### src/rtl/alu_pkg.sv
// Shared ALU definitions: 3-bit ALU op codes, major opcodes, default datapath width.
// Latency: n/a (types, constants and a pure function only).
// Backpressure: n/a.
package alu_pkg;

  localparam int DATA_W_DEF = 32;

  localparam logic [2:0] ALU_ADD = 3'b000;
  localparam logic [2:0] ALU_SUB = 3'b001;
  localparam logic [2:0] ALU_AND = 3'b010;
  localparam logic [2:0] ALU_OR  = 3'b011;
  localparam logic [2:0] ALU_XOR = 3'b100;
  localparam logic [2:0] ALU_SLL = 3'b101;
  localparam logic [2:0] ALU_SRA = 3'b110;
  localparam logic [2:0] ALU_SRL = 3'b111;

  localparam logic [6:0] OPC_RTYPE = 7'b0110011;
  localparam logic [6:0] OPC_ITYPE = 7'b0010011;

  // Source of the second ALU operand.
  typedef enum logic [1:0] {
    OPND_REG       = 2'd0,  // rs2 read data (or bypass)
    OPND_IMM_SEXT  = 2'd1,  // imm sign-extended to DATA_W
    OPND_IMM_SHAMT = 2'd2   // imm[4:0] zero-extended (shift amount)
  } opnd2_sel_e;

  // funct3 -> ALU op, shared by R and I forms. 'alt' picks sub over add
  // and sra over srl; the caller decides where that bit comes from.
  function automatic logic [2:0] funct3_to_alu(input logic [2:0] f3, input logic alt);
    logic [2:0] op;
    op = ALU_ADD;
    case (f3)
      3'b000:  op = alt ? ALU_SUB : ALU_ADD;
      3'b111:  op = ALU_AND;
      3'b110:  op = ALU_OR;
      3'b100:  op = ALU_XOR;
      3'b001:  op = ALU_SLL;
      3'b101:  op = alt ? ALU_SRA : ALU_SRL;
      default: op = ALU_ADD;
    endcase
    return op;
  endfunction

endpackage

### src/rtl/alu_ctrl_decode.sv
// Instruction field decode into ALU op, illegal flag and operand-2 select.
// Latency: combinational, zero cycles.
// Backpressure: none; pure function of its inputs.
//
// Ports: opcode/funct3/funct7/imm in; alu_ctrl, illegal, opnd2_sel, is_rtype out.
module alu_ctrl_decode
  import alu_pkg::*;
(
  input  logic [6:0]  opcode,
  input  logic [2:0]  funct3,
  input  logic [6:0]  funct7,
  input  logic [11:0] imm,
  output logic [2:0]  alu_ctrl,
  output logic        illegal,
  output opnd2_sel_e  opnd2_sel,
  output logic        is_rtype
);

  logic is_shift;
  assign is_shift = (funct3 == 3'b001) || (funct3 == 3'b101);

  always_comb begin
    alu_ctrl  = ALU_ADD;
    illegal   = 1'b0;
    opnd2_sel = OPND_REG;
    is_rtype  = 1'b0;
    case (opcode)
      OPC_RTYPE: begin
        is_rtype = 1'b1;
        alu_ctrl = funct3_to_alu(funct3, funct7[5]);
      end
      OPC_ITYPE: begin
        // Immediate add has no subtract form; only the shift-right uses imm[10].
        alu_ctrl  = funct3_to_alu(funct3, (funct3 == 3'b101) && imm[10]);
        opnd2_sel = is_shift ? OPND_IMM_SHAMT : OPND_IMM_SEXT;
      end
      default: illegal = 1'b1;
    endcase
    // slt/sltu encodings are not supported by this ALU.
    if ((funct3 == 3'b010) || (funct3 == 3'b011)) illegal = 1'b1;
    if (illegal) begin
      alu_ctrl  = ALU_ADD;
      opnd2_sel = OPND_REG;
    end
  end

  logic unused_bits;
  assign unused_bits = ^{funct7[6], funct7[4:0], imm[11], imm[9:0]};

endmodule

### src/rtl/id_ex_alu_stage.sv
// ID/EX pipeline register: decodes ALU op, selects operands, holds them for EX.
// Latency: one cycle from accept (valid_i && ready_o) to valid_o.
// Backpressure: ready_o = !valid_o || ready_i; outputs hold while stalled, stall_cnt_o saturates.
//
// Ports: clk_i, rst_n_i (async, active-low); upstream valid_i/ready_o with
// instruction fields and register data; fwd_* EX bypass; flush_i; downstream
// valid_o/ready_i with data1_o, data2_o, ALUCtrl_o, rd_o, regwrite_o, illegal_o;
// stall_cnt_o back-pressure counter.
// Optional feature macro: ID_EX_ALU_FWD_EN enables the EX-result bypass.
module id_ex_alu_stage
  import alu_pkg::*;
#(
  parameter int DATA_W = DATA_W_DEF,
  parameter int CNT_W  = 16
) (
  input  logic              clk_i,
  input  logic              rst_n_i,
  input  logic              valid_i,
  output logic              ready_o,
  input  logic [6:0]        opcode_i,
  input  logic [2:0]        funct3_i,
  input  logic [6:0]        funct7_i,
  input  logic [11:0]       imm_i,
  input  logic [4:0]        rs1_i,
  input  logic [4:0]        rs2_i,
  input  logic [4:0]        rd_i,
  input  logic [DATA_W-1:0] rs1_data_i,
  input  logic [DATA_W-1:0] rs2_data_i,
  input  logic              fwd_valid_i,
  input  logic [4:0]        fwd_rd_i,
  input  logic [DATA_W-1:0] fwd_data_i,
  input  logic              flush_i,
  output logic              valid_o,
  input  logic              ready_i,
  output logic [DATA_W-1:0] data1_o,
  output logic [DATA_W-1:0] data2_o,
  output logic [2:0]        ALUCtrl_o,
  output logic [4:0]        rd_o,
  output logic              regwrite_o,
  output logic              illegal_o,
  output logic [CNT_W-1:0]  stall_cnt_o
);

  logic [2:0]  dec_alu_ctrl;
  logic        dec_illegal;
  opnd2_sel_e  dec_opnd2_sel;
  logic        dec_is_rtype;

  alu_ctrl_decode u_decode (
    .opcode    (opcode_i),
    .funct3    (funct3_i),
    .funct7    (funct7_i),
    .imm       (imm_i),
    .alu_ctrl  (dec_alu_ctrl),
    .illegal   (dec_illegal),
    .opnd2_sel (dec_opnd2_sel),
    .is_rtype  (dec_is_rtype)
  );

  // Register operands, optionally bypassed from the EX result.
  logic [DATA_W-1:0] rs1_opnd;
  logic [DATA_W-1:0] rs2_opnd;

`ifdef ID_EX_ALU_FWD_EN
  logic fwd_hit1;
  logic fwd_hit2;
  assign fwd_hit1 = fwd_valid_i && (fwd_rd_i != 5'd0) && (fwd_rd_i == rs1_i);
  // rs2 is only a real source on R-type; the I-type rs2 field is immediate bits.
  assign fwd_hit2 = fwd_valid_i && (fwd_rd_i != 5'd0) && (fwd_rd_i == rs2_i) && dec_is_rtype;
  assign rs1_opnd = fwd_hit1 ? fwd_data_i : rs1_data_i;
  assign rs2_opnd = fwd_hit2 ? fwd_data_i : rs2_data_i;
`else
  assign rs1_opnd = rs1_data_i;
  assign rs2_opnd = rs2_data_i;
  logic unused_fwd;
  assign unused_fwd = ^{fwd_valid_i, fwd_rd_i, fwd_data_i, rs1_i, rs2_i, dec_is_rtype};
`endif

  logic [DATA_W-1:0] opnd2;
  always_comb begin
    opnd2 = rs2_opnd;
    case (dec_opnd2_sel)
      OPND_IMM_SEXT:  opnd2 = {{(DATA_W-12){imm_i[11]}}, imm_i};
      OPND_IMM_SHAMT: opnd2 = {{(DATA_W-5){1'b0}}, imm_i[4:0]};
      default:        opnd2 = rs2_opnd;
    endcase
  end

  logic accept;
  logic stalled;
  assign ready_o = !valid_o || ready_i;
  assign accept  = valid_i && ready_o;
  assign stalled = valid_o && !ready_i;

  always_ff @(posedge clk_i or negedge rst_n_i) begin
    if (!rst_n_i) begin
      valid_o     <= 1'b0;
      data1_o     <= '0;
      data2_o     <= '0;
      ALUCtrl_o   <= ALU_ADD;
      rd_o        <= 5'd0;
      regwrite_o  <= 1'b0;
      illegal_o   <= 1'b0;
      stall_cnt_o <= '0;
    end else begin
      // Flush wins over an accept in the same cycle.
      if (flush_i) begin
        valid_o <= 1'b0;
      end else if (accept) begin
        valid_o    <= 1'b1;
        data1_o    <= rs1_opnd;
        data2_o    <= opnd2;
        ALUCtrl_o  <= dec_alu_ctrl;
        rd_o       <= rd_i;
        regwrite_o <= !dec_illegal && (rd_i != 5'd0);
        illegal_o  <= dec_illegal;
      end else if (ready_i) begin
        valid_o <= 1'b0;
      end

      if (stalled && (stall_cnt_o != {CNT_W{1'b1}})) begin
        stall_cnt_o <= stall_cnt_o + {{(CNT_W-1){1'b0}}, 1'b1};
      end
    end
  end

endmodule

### config.mk
export PLATFORM = sky130hd
export DESIGN_NAME = id_ex_alu_stage
export DESIGN_NICKNAME = d
export VERILOG_FILES = /design/src/rtl/alu_pkg.sv /design/src/rtl/alu_ctrl_decode.sv /design/src/rtl/id_ex_alu_stage.sv
export SDC_FILE = /design/constraint.sdc
export NUM_CORES = 1
export LEC_CHECK = 0
export CORE_AREA = 2 2 102 104
export DETAILED_ROUTE_END_ITERATION = 8
export DIE_AREA = 0 0 104 106
export PLACE_DENSITY_LB_ADDON = 0.08
export SLEW_MARGIN = 20
export SYNTH_ARGS = -nofsm -noshare
export SYNTH_HDL_FRONTEND = slang
export SYNTH_SLANG_ARGS = --single-unit
### constraint.sdc
create_clock -name clk_i -period 5 [get_ports clk_i]
set_clock_uncertainty 0.15 [all_clocks]
set_input_delay 1.5 -clock clk_i [delete_from_list [all_inputs] [get_ports clk_i]]
set_output_delay 1.5 -clock clk_i [all_outputs]
set_load 0.01 [all_outputs]
[After elaboration in Yosys (flattened, before gate mapping)]
Index checks and enable logic that the tools add are counted.
Operators by class
  add/sub/neg operators: 1
  mux-type cells: 17
  bitwise gates (word level): 1
  reductions and logical operators: 16
  equal/unequal tests: 12
Operator list (number)
  case mux 32 bit (2 select lines): 1
  case mux 3 bit (6 select lines): 2
  adder 16 x 1 -> 16 bit (second input constant): 1
  != test 16 bit (second input constant): 1
  == test 3 bit (second input constant): 4
  2-to-1 mux 1 bit: 9
  == test 7 x 5 -> 1 bit (second input constant): 1
  == test 7 x 6 -> 1 bit (second input constant): 1
  == test 3 x 2 -> 1 bit (second input constant): 2
  2-to-1 mux 2 bit: 3
  case mux 3 bit (2 select lines): 1
  logical AND 1 bit: 5
  nonzero test 5 bit: 1
  == test 3 x 1 -> 1 bit (second input constant): 1
  zero test 1 bit: 3
  zero test 3 bit: 1
  logical OR 1 bit: 3
  2-to-1 mux 3 bit: 1
  nonzero test 3 bit: 1
  == test 2 x 1 -> 1 bit (second input constant): 1
  == test 2 bit (second input constant): 1
  AND reduction 2 bit: 1
  OR reduction 2 bit: 1
  NOT 1 bit: 1
Word-level totals
  bits of input ports: 151
  output and inout bits: 92
  bits in registers: 91
  logic and storage cells: 55

[Depth between registers and ports, before layout]
  word-level depth: 7
  gate-level depth with buffers: 9
  gate-level depth less buffers: 9

[Hierarchy]
From an unflattened synthesis, not the netlist that was laid out.
Unflattened totals
  cell total of the unflattened synthesis: 349
  area total of the unflattened synthesis: 3930.0 um^2
Modules (own cells, without submodules)
  id_ex_alu_stage: area an instance 3794.9 um^2, sequential area each 2277.2 um^2, cells an instance 328, times used 1
  alu_ctrl_decode: area an instance 135.1 um^2, sequential area each 0.0 um^2, cells an instance 21, times used 1

[Worst setup path after synthesis]
Ideal clock, no wire load.
  path type: input to register
  from: in opcode_i[6]
  to: reg data2_o[14]
  cell stages on the path: 9
  path buffers: 2
  data required time: 4.713 ns
  data arrival time: 3.542 ns
  path slack: 1.171 ns
  cells stage by stage: nand4b_1 -> or3_1 -> or3_1 -> ha_1 -> clkbuf_1 -> nor2b_1 -> a21oi_1 -> clkbuf_1 -> a21oi_1
Between the ends
  longest elaborated chain between the ends: 7
  elaborated cells on any way between the ends: 10
Ends and longest elaborated chain
  from (decl): RTL line id_ex_alu_stage.sv:20  | input logic [6:0] opcode_i,
  == test 7 x 6 -> 1 bit / == test 7 x 5 -> 1 bit (equally long branches): RTL line alu_ctrl_decode.sv:27  | case (opcode)
  OR reduction 2 bit (no source line)
  2-to-1 mux 1 bit: RTL line alu_ctrl_decode.sv:27
  2-to-1 mux 1 bit: RTL line alu_ctrl_decode.sv:40  | if ((funct3 == 3'b010) || (funct3 == 3'b011)) illegal = 1'b1;
  2-to-1 mux 2 bit (*): RTL line alu_ctrl_decode.sv:41  | if (illegal) begin
  == test 2 bit / == test 2 x 1 -> 1 bit (equally long branches): RTL line id_ex_alu_stage.sv:82  | case (dec_opnd2_sel)
  case mux 32 bit (2 select lines) (*): RTL line id_ex_alu_stage.sv:82
  to (signal assigned): RTL line id_ex_alu_stage.sv:112  | data2_o <= opnd2;
  to (decl): RTL line id_ex_alu_stage.sv:36  | output logic [DATA_W-1:0] data2_o,
Every way passes the cells marked *; elsewhere a longest branch is shown, timed or not.
A chain may end at the register's enable or synchronous reset.

[Final worst setup path]
  from: in ready_i
  to: out ready_o
Between the ends
  longest elaborated chain between the ends: 1
Ends and longest elaborated chain
  from (decl): RTL line id_ex_alu_stage.sv:34  | input logic ready_i,
  logical OR 1 bit: RTL line id_ex_alu_stage.sv:91  | assign ready_o = !valid_o || ready_i;
  to (decl): RTL line id_ex_alu_stage.sv:19  | output logic ready_o,
Every way passes these cells.

==> metrics.yaml <==
layout_common_cells: "clkdlybuf4s50_1 (187), nand2_1 (139), dfrtp_1 (91)"
worstSkewPairLatency_ps: 350
powerDensity_nw_per_um2: 310
first_pass_iters: 4
hold_viol: 0
synthCells: 407
cap_violations: 0
place.gp.congestion: 0.754
critPathLaunchType: "input port"
synth_seq_cells: 91
pin_count: 243
core_region_area_um2: 10000
rows: 37
setup_viol: 0
cts_buffers: 9
synth_top_cell_by_area: "dfrtp_1"
synthToLayoutAreaGrowth_pct: 57.7
relSlewSlack: 0.361
status: "complete, no violations"
wl_per_cell_um: 14.2
p_leak_nw: 2.71
worstMarginPinSlew_ps: 958
drive_gt1_frac: 0.0568
syn-cell-area_um2: 3840
synth_cell_type_count: 42
final_nets: 748
die_h_um: 106
crit_arrival_ps: 2750
grt_max_degree: 78
vias: 3466
cts-resized-gates: 0
initial_core_util: 0.384
seq_area_frac_synth: 0.593
power_w: 0.00188
drt-initial-drc-count: 155
hpwl_um: 7610
path_class: "input port to output port"
clk_pin_slew_ps: 80
diodes: 0
cp.required_ps: 3350
holdBufCountCts: 0
die-area_um2: 11000
layout_commonest_cell: "clkdlybuf4s50_1"
finalSetupTns_ps: 0
drc: 0
cts.path.max_buffers: 2
cp-end-kind: "output port"
dpl-instance-area_um2: 5880
cts_tree: "done"
period_share: 0.880
synth.top_cell.area_share: 0.593
max_freq_mhz: 227
grt_pass1_vias: 3489
viasPerCell: 4.72
cts-root-buf: "clkbuf_8"
yosys_warnings: 0
antenna_found_initial: 0
fp.dieW_um: 104
port-buffer-count: 188
grt_pass1_wl_um: 17100
syn-num-nets: 561
routed_wl_um: 10400
rsz0062_at_grt: "false"
synth.area.top_cells: "dfrtp_1 (59%), nand2_1 (14%), nor2_1 (5.2%), a21oi_1 (3.0%), a221oi_1 (2.5%)"
track_usage: 0.194
period_needed_ps: 4400
cts_setup_buffers: 0
ant_nets: 0
avgSynthCellArea_um2: 9.44
cts_sinks: 91
path_max_fanout: 5
min_path_type: "flip-flop to flip-flop"
htreeDepth: 3
irDropWorstVdd_mv: 0.138
finalInstanceArea_um2: 6060
gr-total-overflow: 0
maxSlewViolCount: 0
==> kinds of logic after synthesis <==
group / Yosys count / synth area share
XOR/XNOR: 11 / 0.0251
adder cells (fa/ha/maj): 3 / 0.00977
flip-flops: 91 / 0.593
buffers and inverters: 24 / 0.0241
AO/OA/AOI/OAI: 47 / 0.0824
multiplexers: 3 / 0.00847
AND/OR/NAND/NOR: 228 / 0.258
==> cell type report <==
cell class / instances / area [um^2]
fill: 921 / 3940
sequential: 91 / 2280
timing repair buffer: 196 / 1940
multi-input combinational: 292 / 1480
tap: 136 / 170
clock buffer: 11 / 141
clock inverter: 5 / 38.8
inverter: 4 / 15.0
==> worst paths after layout <==
| kind | start | cells past startpoint | to | slack, ps |
|---|---|---|---|---|
| max | ready_i | 4 | ready_o | 600 |
| min | data1_o[9] | 2 | data1_o[9] | 330 |
| max reg2reg | valid_o | 5 | ALUCtrl_o[2] | 2830 |
| min reg2reg | data1_o[9] | 2 | data1_o[9] | 330 |
| max in group asynchronous | rst_n_i | 2 | stall_cnt_o[2] | 2750 |
| min in group asynchronous | rst_n_i | 1 | stall_cnt_o[8] | 1140 |
==> state kept, by name (all words and copies together), names as in the netlist <==
name,flops
ALUCtrl_o,3
data1_o,32
data2_o,32
illegal_o,1
rd_o,5
regwrite_o,1
stall_cnt_o,16
valid_o,1
==> synthesized netlist by cell type (all sizes together) <==
master / count
a21oi: 23
a221oi: 11
a222oi: 1
a31oi: 1
buf: 5
clkbuf: 15
dfrtp: 91
ha: 3
inv: 4
mux2: 2
mux2i: 1
nand2: 139
nand2b: 1
nand3: 5
nand3b: 2
nand4: 4
nand4b: 2
nor2: 53
nor2b: 5
nor3: 2
nor3b: 2
nor4: 4
nor4b: 2
o211ai: 1
o21a: 2
o21ai: 6
o41ai: 2
or2: 2
or3: 4
or4: 1
xnor2: 3
xor2: 8
==> where the power goes <==
group | internal (W) | switching [W]
Sequential | 0.000839 | 0.0000707
Clock | 0.000196 | 0.000257
Combinational | 0.000304 | 0.000213
Total | 0.00134 | 0.000541
==> critical path, cell delays in order <==
cell	delay [ps]
clkdlybuf4s50_1	480
nor2b_4	220
inv_2	70
clkdlybuf4s50_1	480
==> per-layer routing <==
layer	part of all wire	global-route usage	up-vias	routed length (um)
li1	-	-	1707	-
met1	0.43	0.244	1609	4460
met2	0.46	0.312	132	4850
met3	0.088	0.0668	18	922
met4	0.021	0.0734	0	219
met5	0	0	-	0
==> per-stage QoR <==
stage / worst slack, ps / utilization / instances / hold WS, ps
finish: 599 / 0.606 / 735 / 329
global route: 543 / 0.606 / 735 / 350
CTS: 590 / 0.606 / 735 / 332
detailed placement: 593 / 0.588 / 719 / 311
global placement: 596 / 0.588 / 719 / 307
floorplan: 1170 / - / 407 / 361
Power figures use the tool's default switching activity.
==> RTL edit 1, RTL diff (same settings) <==
The parameter `CNT_W` goes from 16 to 14.
--- a/src/rtl/id_ex_alu_stage.sv
+++ b/src/rtl/id_ex_alu_stage.sv
@@ -12,5 +12,5 @@
 #(
   parameter int DATA_W = DATA_W_DEF,
-  parameter int CNT_W  = 16
+  parameter int CNT_W  = 14
 ) (
   input  logic              clk_i,
Interface: changed (resized stall_cnt_o); port bits go from 243 to 241. The function was not compared with the original's and may differ.
==> RTL edit 1 against the unedited design <==
Hold slack got worse by 0.0033 ns. Die area unchanged. Synthesized cell count is the same. Sequential power shrank 2%. Sequential cell count fell by 2. Critical path type unchanged. Final cell count is 0.41% lower. Power grew 5.1%. Wire length down 0.90%. Highest routed layer unchanged. Largest cell class unchanged. Final area is 0.35% lower. Non-clock buffer count decreased by 2. Area after synthesis shrank 1.4%. Worst setup slack got worse by 0.041 ns.
==> RTL edit 1: results (changes against the unedited design) <==
- Run status: complete, no violations
- Critical path peak fanout: 9 (+4)
- Layout cells sized above 1: 5.87% (+0.20 points)
- Met3 usage: 6.81% (+0.12 points)
- R2r worst-path depth: 6 (+1)
- Non-clk invs: 6 (+2)
- First DRT Iteration DRCs: 78 (-50%)
- Metal-1 WL: 4410 um (-1.1%)
- Non-clk buf share: 31.8% (-0.22 points)
- FF-to-FF End: data2_o[30]$_DFFE_PN0P_
- FF-to-FF setup slack: 3.07 ns (+0.24 ns)
- Main area contributors after synthesis: dfrtp_1 59%, nand2_1 14%, nor2_1 5.4%
- Vias in the first global route: 3583 (+2.7%)
- Global-route wire length before repair: 17600 um (+2.9%)
- Nets: 746 (-0.27%)
- Max VDD drop: 0.175 mV (+27%)
- Clock buffer count: 13 (+2)
- Hold path startpoint: data1_o[0]$_DFFE_PN0P_
- Synth Area per Inst: 9.31 um2 (-1.4%)
- Pre-CTS WS: 0.573 ns (-0.0199 ns)
- Worst Hold End: data1_o[0]$_DFFE_PN0P_
- Port Buf Inserts: 186 (-1.1%)
- Filler cells: 926 (+0.54%)
- Multiplexer share of the synthesized area: 0.957% (+0.11 points)
- Seq. cell area: 0.00223 mm2 (-2.2%)
- Worst hold slack: 0.326 ns (-0.00326 ns)
- Power, Total: 1.98 mW (+5.1%)
- Detailed Place HPWL: 7490 um (-1.6%)
- Non-clk bufs: 194 (-1.0%)
- Vias/cell: 4.70 (-0.26%)
- Multi-input logic area: 0.00147 mm2 (-0.51%)
- Top post-synthesis cells by count: 142 x nand2_1, 89 x dfrtp_1, 55 x nor2_1
- Layout area overhead: 59.3%
- Placed insts: 717 (-0.28%)
- Total number of vias: 3443 (-0.66%)
- Met2 WL post-DR: 4830 um (-0.29%)
- Met3 routed WL: 869 um (-5.7%)
- Worst Path Arrival: 2.79 ns (+0.04 ns)
- Seq group: 0.896 mW (-2%)
- Largest net degree at the start of global routing: 75 (-3.8%)
- #FFs+latches synth: 89 (-2.2%)
- Grt met2 use: 32.3% (+1.1 points)
- Dpl cell area: 0.00581 mm2 (-1.2%)
- Wire length per cell: 14.1 um (-0.49%)
- Slowest Stage Delay on Critical Path: 0.57 ns (+0.09 ns)
- Static Leakage: 2.76 nW (+1.7%)
- Xor and xnor fraction of the mapped netlist area: 2.77% (+0.27 points)
- Net switching power: 0.529 mW (-2.2%)
- Aggregate global-route resource usage: 20.0% (+0.55 points)
==> RTL edit 1: cell count changes in the layout (fill, tap and decap cells not counted), sizes merged, moves of 3 or more <==
| cell | unedited run | this run |
|---|---|---|
| clkinv | 4 | 0 |
| nor3 | 2 | 6 |
| o21ai | 6 | 2 |
| nand2 | 139 | 142 |
| nor2 | 53 | 56 |
| xor2 | 8 | 11 |
==> RTL edit 1: tightest hold or removal path: stages, from the launching register on <==
cell and delay [ns]:
dfrtp_1 0.35, nand2_1 0.05, nand2_1 0.05
==> RTL edit 1: how the worst max path moves through the flow <==
stage,slack [ns],to,cells past startpoint
after global routing,0.53,ready_o,4
after detailed placement,0.57,ready_o,4
after CTS,0.57,ready_o,4
final,0.56,ready_o,4
after global placement,0.57,ready_o,4
after floorplan,1.23,data2_o[11]$_DFFE_PN0P_,9
==> RTL edit 2, RTL diff (same flow settings) <==
Without the edit above. Make the reset (`rst_n_i`) synchronous in one clocked block. Comments in the files are not updated.
--- a/src/rtl/id_ex_alu_stage.sv
+++ b/src/rtl/id_ex_alu_stage.sv
@@ -93,5 +93,5 @@
   assign stalled = valid_o && !ready_i;
 
-  always_ff @(posedge clk_i or negedge rst_n_i) begin
+  always_ff @(posedge clk_i) begin
     if (!rst_n_i) begin
       valid_o     <= 1'b0;
Check against the original RTL: differs if rst_n_i is asserted again (counterexample within 4 cycles, from zero or initial values and one cycle with rst_n_i low); with rst_n_i held inactive, the same outputs for 4 cycles.
==> RTL edit 2 against the unedited design <==
Sequential cell count stayed put. Critical endpoint unchanged. Wire length increased by 6.4%. Critical path depth unchanged. Synthesized cell count rose by 13%. First-iteration DRC count decreased by 21%. Worst setup slack improved by 0.0096 ns. Highest routed layer unchanged. Final area shrank 3.0%. Area after synthesis down 4.6%.
Power is not compared: it rests on default switching activity, and its combinational part moved more than twofold at a synthesized area within 25%.
==> RTL edit 2: results (changes against the unedited design) <==
- Top Registers: data1_o (32), data2_o (32), stall_cnt_o (16)
- Routed wire length: 11100 um (+6.4%)
- H-tree Lvls: 3 (unchanged)
- Layout cells sized above 1: 4.98% (-0.69 points)
- Dpl cell area: 0.00568 mm2 (-3.3%)
- Critical path's top delay family: buffers and inverters
- Post-synthesis cell type count: 37 (-12%)
- Placed insts: 762 (+6.0%)
- Initial antenna violation count: 0 (unchanged)
- Sequential share of power: approximately half
- Detailed Place HPWL: 7940 um (+4.3%)
- Aggregate global-route resource usage: 19.8% (+0.36 points)
- Synth Instances: 459 (+13%)
- Main area contributors after synthesis: dfxtp_1 50%, a21oi_1 10%, nand2_1 10%
- Worst hold slack: 0.305 ns (-0.0239 ns)
- Combinational gate power: ~0.25 mW
- Crit path to: ready_o
- Slowest Stage Delay on Critical Path: 0.56 ns (+0.08 ns)
- Largest net degree at the start of global routing: 44 (-44%)
- Grt ovf: 0 (unchanged)
- Hold path startpoint: regwrite_o$_SDFFE_PN0P_
- Worst Hold Depth: 2 (unchanged)
- Total number of vias: 3905 (+13%)
- Sw Share: approximately 24%
- Top post-synthesis cells by count: 101 x nand2_1, 91 x dfxtp_1, 76 x a21oi_1
- P_int: between 1 and 1.5 mW
- Syn_nets: 613 (+9.3%)
- R2r worst-path depth: 6 (+1)
- Seq/Total Area, Yosys: 49.7% (-9.6 points)
- Synth async-reset ratio: 0% (-100 points)
- Filler cells: 922 (+0.11%)
- Pre-CTS WS: 0.613 ns (+0.0197 ns)
- Max VDD drop: ~0.13 mV
- Total of max-cap violations: 0 (unchanged)
- Worst Path Arrival: 2.74 ns (about the same)
- FF-to-FF setup slack: 2.67 ns (-0.16 ns)
- Critical path startpoint category: input pin
- Vias in the first global route: 3558 (+2.0%)
- Final std cells w/o fill: 778 (+5.9%)
- GPL Wtd Cong: 0.740 (-1.8%)
- Cts repair resizes: 0 (unchanged)
- Critical path peak fanout: 15 (+10)
- Hold Crit Class: flip-flop to flip-flop
- FF-to-FF End: data2_o[8]$_SDFFE_PN0P_
- Worst-margin pin slew: 0.845 ns (-0.114 ns)
- Worst Hold End: regwrite_o$_SDFFE_PN0P_
- Worst Setup SP: ready_i
- Clock root buffer: clkbuf_8
- Clock Pin Slew Worst Setup and Hold Paths: 0.08 ns (about the same)
- Fin crit share: 87.8% (-0.19 points)
- Yosys warnings: 0 (unchanged)
- Crit Reg-Reg Startpoint: valid_o$_SDFFE_PP0P_
- First DRT Iteration DRCs: 122 (-21%)
- Final setup fails: 0 (unchanged)
- Post-CTS setup buffers: 0 (unchanged)
- Nets: 791 (+5.7%)
- TritonCTS buffer count: 9 (unchanged)
- Global-route wire length before repair: 17700 um (+3.3%)
- Run status: complete, no violations
RTL edit 2: area by class of cell:
class                   count  area, um2  share of cell area (%)
clock buffers              12        145                    2.47
clock inverters             4       50.0                   0.851
inverters                   6       25.0                   0.426
multi-input cells         330       1700                    29.0
flip-flops and latches     91       1820                    31.0
well taps                 136        170                    2.89
repair buffers            199       1960                    33.4
RTL edit 2: kinds of logic after synthesis:
group                      after synthesis  synth area share, %
and+or+nand+nor                        192                 24.7
AOI/OAI and AO/OA                      133                 19.8
DFF                                     91                 49.7
buffers and inverters                   38                 4.20
adders and majority gates                3                 1.02
xor gates and xnor gates                 1                0.239
muxes                                    1                0.273
RTL edit 2: metal layers:
metal / routed length, um / GRT usage (%) / vias up
met5: 0 / 0 / -
met4: 190 / 7.82 / 0
met3: 932 / 7.42 / 13
met2: 4970 / 30.6 / 142
met1: 5010 / 25.0 / 1791
li1: - / - / 1959
